==> src/rtl/serial_uart_pkg.sv <==
// rtl/serial_uart_pkg.sv - shared FSM state encoding and UART framing constants
package serial_uart_pkg;

    typedef enum logic [1:0] {
        IDLE  = 2'd0,
        START = 2'd1,
        DATA  = 2'd2,
        STOP  = 2'd3
    } uart_state_t;

    localparam int   UART_DATA_BITS = 8;
    localparam logic LINE_IDLE      = 1'b1;

endpackage

==> src/rtl/sync_fifo.sv <==
// rtl/sync_fifo.sv - first-word-fall-through FIFO; a pop frees room for a same-cycle push
module sync_fifo #(
    parameter int W  = 8,
    parameter int AW = 4
) (
    input  logic          clock,
    input  logic          reset,
    input  logic          push,
    input  logic [W-1:0]  pushData,
    input  logic          pop,
    output logic [W-1:0]  popData,
    output logic          full,
    output logic          empty,
    output logic [AW:0]   count
);

    localparam int            DEPTH     = 2 ** AW;
    localparam logic [AW:0]   DEPTH_CNT = (AW + 1)'(DEPTH);

    logic [W-1:0]  mem [DEPTH];
    logic [AW-1:0] wrPtr;
    logic [AW-1:0] rdPtr;
    logic          doPush;
    logic          doPop;

    assign empty   = (count == '0);
    assign full    = (count == DEPTH_CNT);
    assign doPop   = pop && !empty;
    assign doPush  = push && (!full || doPop);
    assign popData = mem[rdPtr];

    always_ff @(posedge clock or negedge reset) begin
        if (!reset) begin
            wrPtr <= '0;
            rdPtr <= '0;
            count <= '0;
        end else begin
            if (doPush) begin
                wrPtr <= wrPtr + AW'(1);
            end
            if (doPop) begin
                rdPtr <= rdPtr + AW'(1);
            end
            count <= count + (AW + 1)'(doPush) - (AW + 1)'(doPop);
        end
    end

    always_ff @(posedge clock) begin
        if (doPush) begin
            mem[wrPtr] <= pushData;
        end
    end

endmodule

==> src/rtl/serial_uart_bridge.sv <==
// rtl/serial_uart_bridge.sv - processor serial port to 8N1 UART bridge with TX/RX FIFOs
module serial_uart_bridge
    import serial_uart_pkg::*;
#(
    parameter int CLKS_PER_BIT = 434,
    parameter int FIFO_AW      = 4
) (
    input  logic       clock,
    input  logic       reset,
    input  logic [7:0] cpu_data_in,
    input  logic       cpu_wren_in,
    output logic       cpu_ready_out,
    output logic [7:0] cpu_data_out,
    output logic       cpu_valid_out,
    input  logic       cpu_rden_in,
    input  logic       uart_rx_in,
    output logic       uart_tx_out,
    output logic       rx_frame_err_out,
    output logic       rx_overrun_out
);

    localparam int              CW       = $clog2(CLKS_PER_BIT);
    localparam logic [CW-1:0]   LAST_CNT = CW'(CLKS_PER_BIT - 1);
    localparam logic [CW-1:0]   HALF_CNT = CW'(CLKS_PER_BIT / 2);
    localparam int              IW       = $clog2(UART_DATA_BITS);
    localparam logic [IW-1:0]   LAST_IDX = IW'(UART_DATA_BITS - 1);

    // ---------------- transmit path ----------------
    logic                       txEmpty;
    logic                       txFull;
    logic [7:0]                 txHead;
    logic                       txPush;
    logic                       txPop;
    logic [FIFO_AW:0]           unusedTxCount;
    uart_state_t                txState;
    logic [CW-1:0]              txCnt;
    logic [IW-1:0]              txIdx;
    logic [UART_DATA_BITS-1:0]  txShift;
    logic                       txLine;

    assign cpu_ready_out = !txFull;
    assign txPush        = cpu_wren_in && cpu_ready_out;
    assign txPop         = (txState == IDLE) && !txEmpty;
    assign uart_tx_out   = txLine;

    sync_fifo #(.W(8), .AW(FIFO_AW)) txFifo (
        .clock    (clock),
        .reset    (reset),
        .push     (txPush),
        .pushData (cpu_data_in),
        .pop      (txPop),
        .popData  (txHead),
        .full     (txFull),
        .empty    (txEmpty),
        .count    (unusedTxCount)
    );

    always_ff @(posedge clock or negedge reset) begin
        if (!reset) begin
            txState <= IDLE;
            txCnt   <= '0;
            txIdx   <= '0;
            txShift <= '0;
            txLine  <= LINE_IDLE;
        end else begin
            case (txState)
                IDLE: begin
                    if (!txEmpty) begin
                        txShift <= txHead;
                        txCnt   <= '0;
                        txState <= START;
                    end
                end
                START: begin
                    if (txCnt == LAST_CNT) begin
                        txCnt   <= '0;
                        txIdx   <= '0;
                        txState <= DATA;
                    end else begin
                        txCnt <= txCnt + CW'(1);
                    end
                end
                DATA: begin
                    if (txCnt == LAST_CNT) begin
                        txCnt   <= '0;
                        txShift <= txShift >> 1;
                        if (txIdx == LAST_IDX) begin
                            txState <= STOP;
                        end else begin
                            txIdx <= txIdx + IW'(1);
                        end
                    end else begin
                        txCnt <= txCnt + CW'(1);
                    end
                end
                STOP: begin
                    if (txCnt == LAST_CNT) begin
                        txCnt   <= '0;
                        txState <= IDLE;
                    end else begin
                        txCnt <= txCnt + CW'(1);
                    end
                end
                default: txState <= IDLE;
            endcase

            // Line is registered from the state, so it trails the FSM by one cycle.
            case (txState)
                START:   txLine <= 1'b0;
                DATA:    txLine <= txShift[0];
                default: txLine <= LINE_IDLE;
            endcase
        end
    end

    // ---------------- receive path ----------------
    logic                       rxMeta;
    logic                       rxSync;
    logic                       rxPrev;
    uart_state_t                rxState;
    logic [CW-1:0]              rxCnt;
    logic [IW-1:0]              rxIdx;
    logic [UART_DATA_BITS-1:0]  rxShift;
    logic                       rxEmpty;
    logic                       rxFull;
    logic [7:0]                 rxHead;
    logic [FIFO_AW:0]           unusedRxCount;
    logic                       stopSample;
    logic                       rxPush;
    logic                       rxPopEff;
    logic                       rxFrameErr;
    logic                       rxOverrun;

    assign stopSample       = (rxState == STOP) && (rxCnt == LAST_CNT);
    assign rxPush           = stopSample && rxSync;
    assign rxPopEff         = cpu_rden_in && !rxEmpty;
    assign cpu_valid_out    = !rxEmpty;
    assign cpu_data_out     = rxEmpty ? 8'h00 : rxHead;
    assign rx_frame_err_out = rxFrameErr;
    assign rx_overrun_out   = rxOverrun;

    sync_fifo #(.W(8), .AW(FIFO_AW)) rxFifo (
        .clock    (clock),
        .reset    (reset),
        .push     (rxPush),
        .pushData (rxShift),
        .pop      (cpu_rden_in),
        .popData  (rxHead),
        .full     (rxFull),
        .empty    (rxEmpty),
        .count    (unusedRxCount)
    );

    always_ff @(posedge clock or negedge reset) begin
        if (!reset) begin
            rxMeta <= LINE_IDLE;
            rxSync <= LINE_IDLE;
            rxPrev <= LINE_IDLE;
        end else begin
            rxMeta <= uart_rx_in;
            rxSync <= rxMeta;
            rxPrev <= rxSync;
        end
    end

    always_ff @(posedge clock or negedge reset) begin
        if (!reset) begin
            rxState    <= IDLE;
            rxCnt      <= '0;
            rxIdx      <= '0;
            rxShift    <= '0;
            rxFrameErr <= 1'b0;
            rxOverrun  <= 1'b0;
        end else begin
            rxFrameErr <= stopSample && !rxSync;
            rxOverrun  <= stopSample && rxSync && rxFull && !rxPopEff;
            case (rxState)
                IDLE: begin
                    // The edge is seen one cycle late, so the count starts at 1.
                    if (rxPrev && !rxSync) begin
                        rxCnt   <= CW'(1);
                        rxState <= START;
                    end
                end
                START: begin
                    if (rxCnt == HALF_CNT) begin
                        rxCnt   <= '0;
                        rxIdx   <= '0;
                        rxState <= rxSync ? IDLE : DATA;
                    end else begin
                        rxCnt <= rxCnt + CW'(1);
                    end
                end
                DATA: begin
                    if (rxCnt == LAST_CNT) begin
                        rxCnt   <= '0;
                        rxShift <= {rxSync, rxShift[UART_DATA_BITS-1:1]};
                        if (rxIdx == LAST_IDX) begin
                            rxState <= STOP;
                        end else begin
                            rxIdx <= rxIdx + IW'(1);
                        end
                    end else begin
                        rxCnt <= rxCnt + CW'(1);
                    end
                end
                STOP: begin
                    if (rxCnt == LAST_CNT) begin
                        rxCnt   <= '0;
                        rxState <= IDLE;
                    end else begin
                        rxCnt <= rxCnt + CW'(1);
                    end
                end
                default: rxState <= IDLE;
            endcase
        end
    end

endmodule

==> config.mk <==
export PLATFORM = sky130hd
export DESIGN_NAME = serial_uart_bridge
export DESIGN_NICKNAME = d
export VERILOG_FILES = /design/src/rtl/serial_uart_pkg.sv /design/src/rtl/sync_fifo.sv /design/src/rtl/serial_uart_bridge.sv
export SDC_FILE = /design/constraint.sdc
export NUM_CORES = 1
export LEC_CHECK = 0
export CAP_MARGIN = 10
export CORE_ASPECT_RATIO = 1.75
export CORE_MARGIN = 5
export CORE_UTILIZATION = 55
export CTS_CLUSTER_DIAMETER = 60
export CTS_CLUSTER_SIZE = 10
export DETAILED_ROUTE_END_ITERATION = 10
export PLACE_DENSITY = 0.74
export SLEW_MARGIN = 20
export SYNTH_ARGS = -nofsm -noshare
export SYNTH_HDL_FRONTEND = slang
export SYNTH_SLANG_ARGS = --single-unit
==> constraint.sdc <==
create_clock -name clock -period 3.7 [get_ports clock]
set_input_delay 0.37 -clock clock [delete_from_list [all_inputs] [get_ports clock]]
set_output_delay 0.37 -clock clock [all_outputs]
set_load 0.05 [all_outputs]
==> flow_summary.yaml <==
outcome:
  outcome: "finished, final reports clean"
die:
  fp-row-count: 76
  ioPinCount: 26
  fp.coreArea_um2: 24700
  die_w_um: 130
  die_h_um: 220
  start_util_pct: 55.9
  die_area_um2: 28500
clocking:
  postCtsSetupBuffers: 0
  cts_root_buffer: "clkbuf_16"
  cts_sinks: 332
  clkTransAtPathRegs_ns: 0.05
  clk_latency_ns: 0.53
  ctsLongestPathBuffers: 3
  cts_tree: "built"
  cts-htree-levels: 2
  numCtsBuffers: 39
synthesis:
  syn_inst: 822
  synth_ff_type: "edfxtp_1"
  ys_seq_elements: 332
  yosys_warnings: 0
  async_reset_ff_share_pct: 22.9
  synth_cell_types: 53
  syn_avg_cell_area_um2: 16.8
  ys_seq_area_share_pct: 69.4
  syn_nets: 872
  synth_area_um2: 13800
  synth-edff-count: 256
timing:
  setup_violations: 0
  fin_tns_setup_ns: 0
  slew_headroom_pct: 29.6
  rsz0062_at_grt: "no"
  tightest_slew_ns: 1.06
  slew_violations: 0
  fin_worst_skew_ns: 0.0225
  hold_viol: 0
  finalCritPeriodShare_pct: 95.8
  finalCriticalPeriod_ns: 3.55
  fmax_ghz: 0.282
job:
  drv_cap: 0
detailed_routing:
  routed_wl_um: 28100
  firstDrtPassIters: 5
  final_antenna_net_count: 0
  drt-wirelength-per-cell_um: 22.9
  drt_iter0_drc: 567
  drcViolationCount: 0
  via_per_inst: 6.00
  num_vias: 7361
power:
  p_int_w: 0.00693
  pwr-share-clk_pct: 36.7
  p_sw_w: 0.00240
  p_leak_nw: 5.98
  power.share.combinational_pct: 14.3
  powerDensity_nw_per_um2: 593
  sequentialPowerShare_pct: 49.0
  ir_drop_v: 0.000401
  switching_share_pct: 25.7
setup_path:
  path_delay_family: "multiplexers"
  cp.depth: 5
  r2r-start: "rxCnt[1]"
  start_kind: "register"
  r2r-end: "rxFifo.count[4]"
  critPathCaptureType: "primary output"
  critical_path_peak_fanout: 28
  r2r_cells: 13
  path_buf_inv: 2
  criticalPathCategory: "reg2out"
  cp_slowest_stage_delay_ns: 0.70
  crit_slowest_cell: "clkdlybuf4s50_1"
  timing.critical_path.cells: "buf_12 > mux4_2 > mux4_2 > nor2b_1 > clkdlybuf4s50_1"
  cp.required_ns: 3.33
  r2r_setup_slack_ns: 0.73
  crit_top_cell: "mux4_2"
  worstPathArrival_ns: 3.18
final_layout:
  final_cell_area_um2: 15700
  fin_cells: 1226
  layout-drive-gt1-share_pct: 17.8
  fin_util_pct: 63.6
  seq_area_um2: 9600
  synthToLayoutAreaGrowth_pct: 13.8
  fill_cells: 1745
  num_antenna_cells: 0
  multi_input_comb_area_um2: 3950
  layout.nets: 934
grt:
  grt_pass1_vias: 7937
  grt_overflow: 0
  grt.total_usage_pct: 20.9
  antenna_found_initial: 0
  grt_max_degree: 77
  grt_pass1_wl_um: 44300
placement:
  detailed_place_hpwl_um: 19100
  io_buffer_count: 25
  gp_congestion: 0.839
  dpl_cell_area_um2: 14500
  dp_cells: 1153
worst_hold_path:
  whs_path_depth: 1
  worstHoldStart: "uart_rx_in"
  hold_path_class: "in2reg"
  min_to: "rxMeta"
[worst register-to-register path, stage by stage, from the launching register on]
cell      delay (ns)
dfrtp_1         0.39
inv_1           0.08
ha_1            0.14
nand2b_1        0.07
or3_1           0.53
nor4_4          0.51
ha_1            0.27
inv_1           0.07
fa_1            0.41
inv_1           0.08
a21oi_1         0.06
nor2_1          0.09
nor2_1          0.06
xnor2_1         0.12
[what timing repair did]
| action | in CTS | in global routing |
|---|---|---|
| resized for setup | 0 | 2 |
| hold endpoints to repair | 0 | 15 |
| hold buffers | 0 | 1 |
| setup endpoints to repair | 0 | 2 |
[cells by family after synthesis]
family,synth area share (%)
flops,69.4
compound gates,4.54
simple gates,6.53
xor+xnor,1.39
mux,12.6
buf+inv,2.01
fa+ha+maj,3.46
[layout make-up]
| class | instances | share of cell area, % |
|---|---|---|
| clock buffer | 68 | 7.03 |
| clock inverter | 3 | 0.215 |
| inverter | 31 | 0.740 |
| multi-input combinational | 422 | 25.1 |
| sequential | 332 | 61.0 |
| tap | 312 | 2.48 |
| timing repair buffer | 58 | 3.40 |
[layer usage]
layer  GRT usage, %  wire length, um  vias to the layer above
met3           3.01             1080                       67
li1               -                -                     3297
met2           40.7            16600                      204
met4           9.15             1180                        0
met5              0                0                        -
met1           21.5             9300                     3793
[per-stage QoR]
step / hold slack (ns) / power [W] / setup slack, ns
after detailed placement: 0.355 / 0.00597 / 0.628
after floorplan: 0.0744 / 0.00558 / 0.710
after CTS: 0.0284 / 0.00941 / 0.0607
final: 0.258 / 0.00933 / 0.155
after global routing: 0.229 / 0.00977 / 0.0126
after global placement: 0.346 / 0.00586 / 0.677
[placed cells by master (no fill, tap or decap), types with 9 or more instances in the layout]
cell / Yosys / final
buf_4: 2 / 31
o21ai_0: 22 / 22
nor3_1: 12 / 12
mux2_2: 13 / 13
and3_1: 10 / 10
a22oi_1: 10 / 10
mux2i_1: 16 / 16
mux4_2: 64 / 64
clkbuf_16: 0 / 40
nand3_1: 9 / 9
nor2_1: 49 / 49
ha_1: 35 / 35
edfxtp_1: 256 / 256
nor2b_1: 21 / 21
xnor2_1: 16 / 16
dfrtp_1: 72 / 70
a21o_1: 11 / 11
a21oi_1: 16 / 16
nand2b_1: 9 / 9
nand2_1: 33 / 33
inv_1: 31 / 31
a31oi_1: 9 / 9
clkbuf_1: 18 / 28
clkdlybuf4s50_1: 0 / 22
[synthesized netlist by cell type (3+ instances only)]
| cell | number | area share, % |
|---|---|---|
| a21o_1 | 11 | 0.60 |
| clkbuf_1 | 18 | 0.49 |
| nor2_1 | 49 | 1.3 |
| o22ai_1 | 7 | 0.32 |
| nand3_1 | 9 | 0.33 |
| nor2b_1 | 21 | 0.95 |
| o2bb2ai_1 | 3 | 0.19 |
| a22o_1 | 6 | 0.38 |
| dfstp_2 | 4 | 0.76 |
| buf_1 | 5 | 0.14 |
| and2_1 | 4 | 0.18 |
| inv_1 | 31 | 0.84 |
| a22oi_1 | 10 | 0.54 |
| nor3b_1 | 6 | 0.33 |
| nor3_1 | 12 | 0.43 |
| a21oi_1 | 16 | 0.58 |
| nand4_1 | 6 | 0.27 |
| buf_2 | 11 | 0.40 |
| dfrtp_1 | 72 | 13 |
| mux4_2 | 64 | 10 |
| edfxtp_1 | 256 | 56 |
| xor2_1 | 6 | 0.38 |
| mux2i_1 | 16 | 1.2 |
| mux2_2 | 13 | 1.1 |
| nand2_1 | 33 | 0.90 |
| o21ai_0 | 22 | 0.80 |
| a31oi_1 | 9 | 0.41 |
| or3_1 | 5 | 0.23 |
| and3_1 | 10 | 0.45 |
| nor4_1 | 3 | 0.14 |
| xnor2_1 | 16 | 1.0 |
| nand2b_1 | 9 | 0.41 |
| ha_1 | 35 | 3.2 |
[worst max-delay path by stage]
stage / startpoint / to / slack [ns]
5_1_grt: rxFifo.rdPtr[0] / cpu_data_out[3] / 0.01
3_5_place_dp: rxFifo.rdPtr[0] / cpu_data_out[6] / 0.63
2_1_floorplan: rxFifo.count[3] / rxFifo.count[4] / 0.71
3_3_place_gp: rxFifo.rdPtr[0] / cpu_data_out[5] / 0.68
4_1_cts: rxFifo.rdPtr[0] / cpu_data_out[6] / 0.06
6_report: rxFifo.rdPtr[0] / cpu_data_out[1] / 0.15
[sequential cells by signal (all words and copies together), names as in the netlist, 2 cells and up, named ones only]
register / flops
txFifo.wrPtr: 4
txCnt: 9
txFifo.mem: 128
rxFifo.rdPtr: 4
rxFifo.wrPtr: 4
txIdx: 3
txFifo.rdPtr: 4
rxCnt: 9
txState: 2
rxFifo.mem: 128
rxShift: 8
txFifo.count: 5
txShift: 8
rxIdx: 3
rxFifo.count: 5
[power by group through the flow]
stage | clock network (W) | logic (W) | registers, W
after detailed placement | 0 | 0.00133 | 0.00464
final | 0.00343 | 0.00133 | 0.00457
after floorplan | 0 | 0.00111 | 0.00447
after CTS | 0.00349 | 0.00135 | 0.00457
after global routing | 0.00368 | 0.00148 | 0.00461
after global placement | 0 | 0.00125 | 0.00461
No activity file was read; power rests on OpenSTA's default activity.
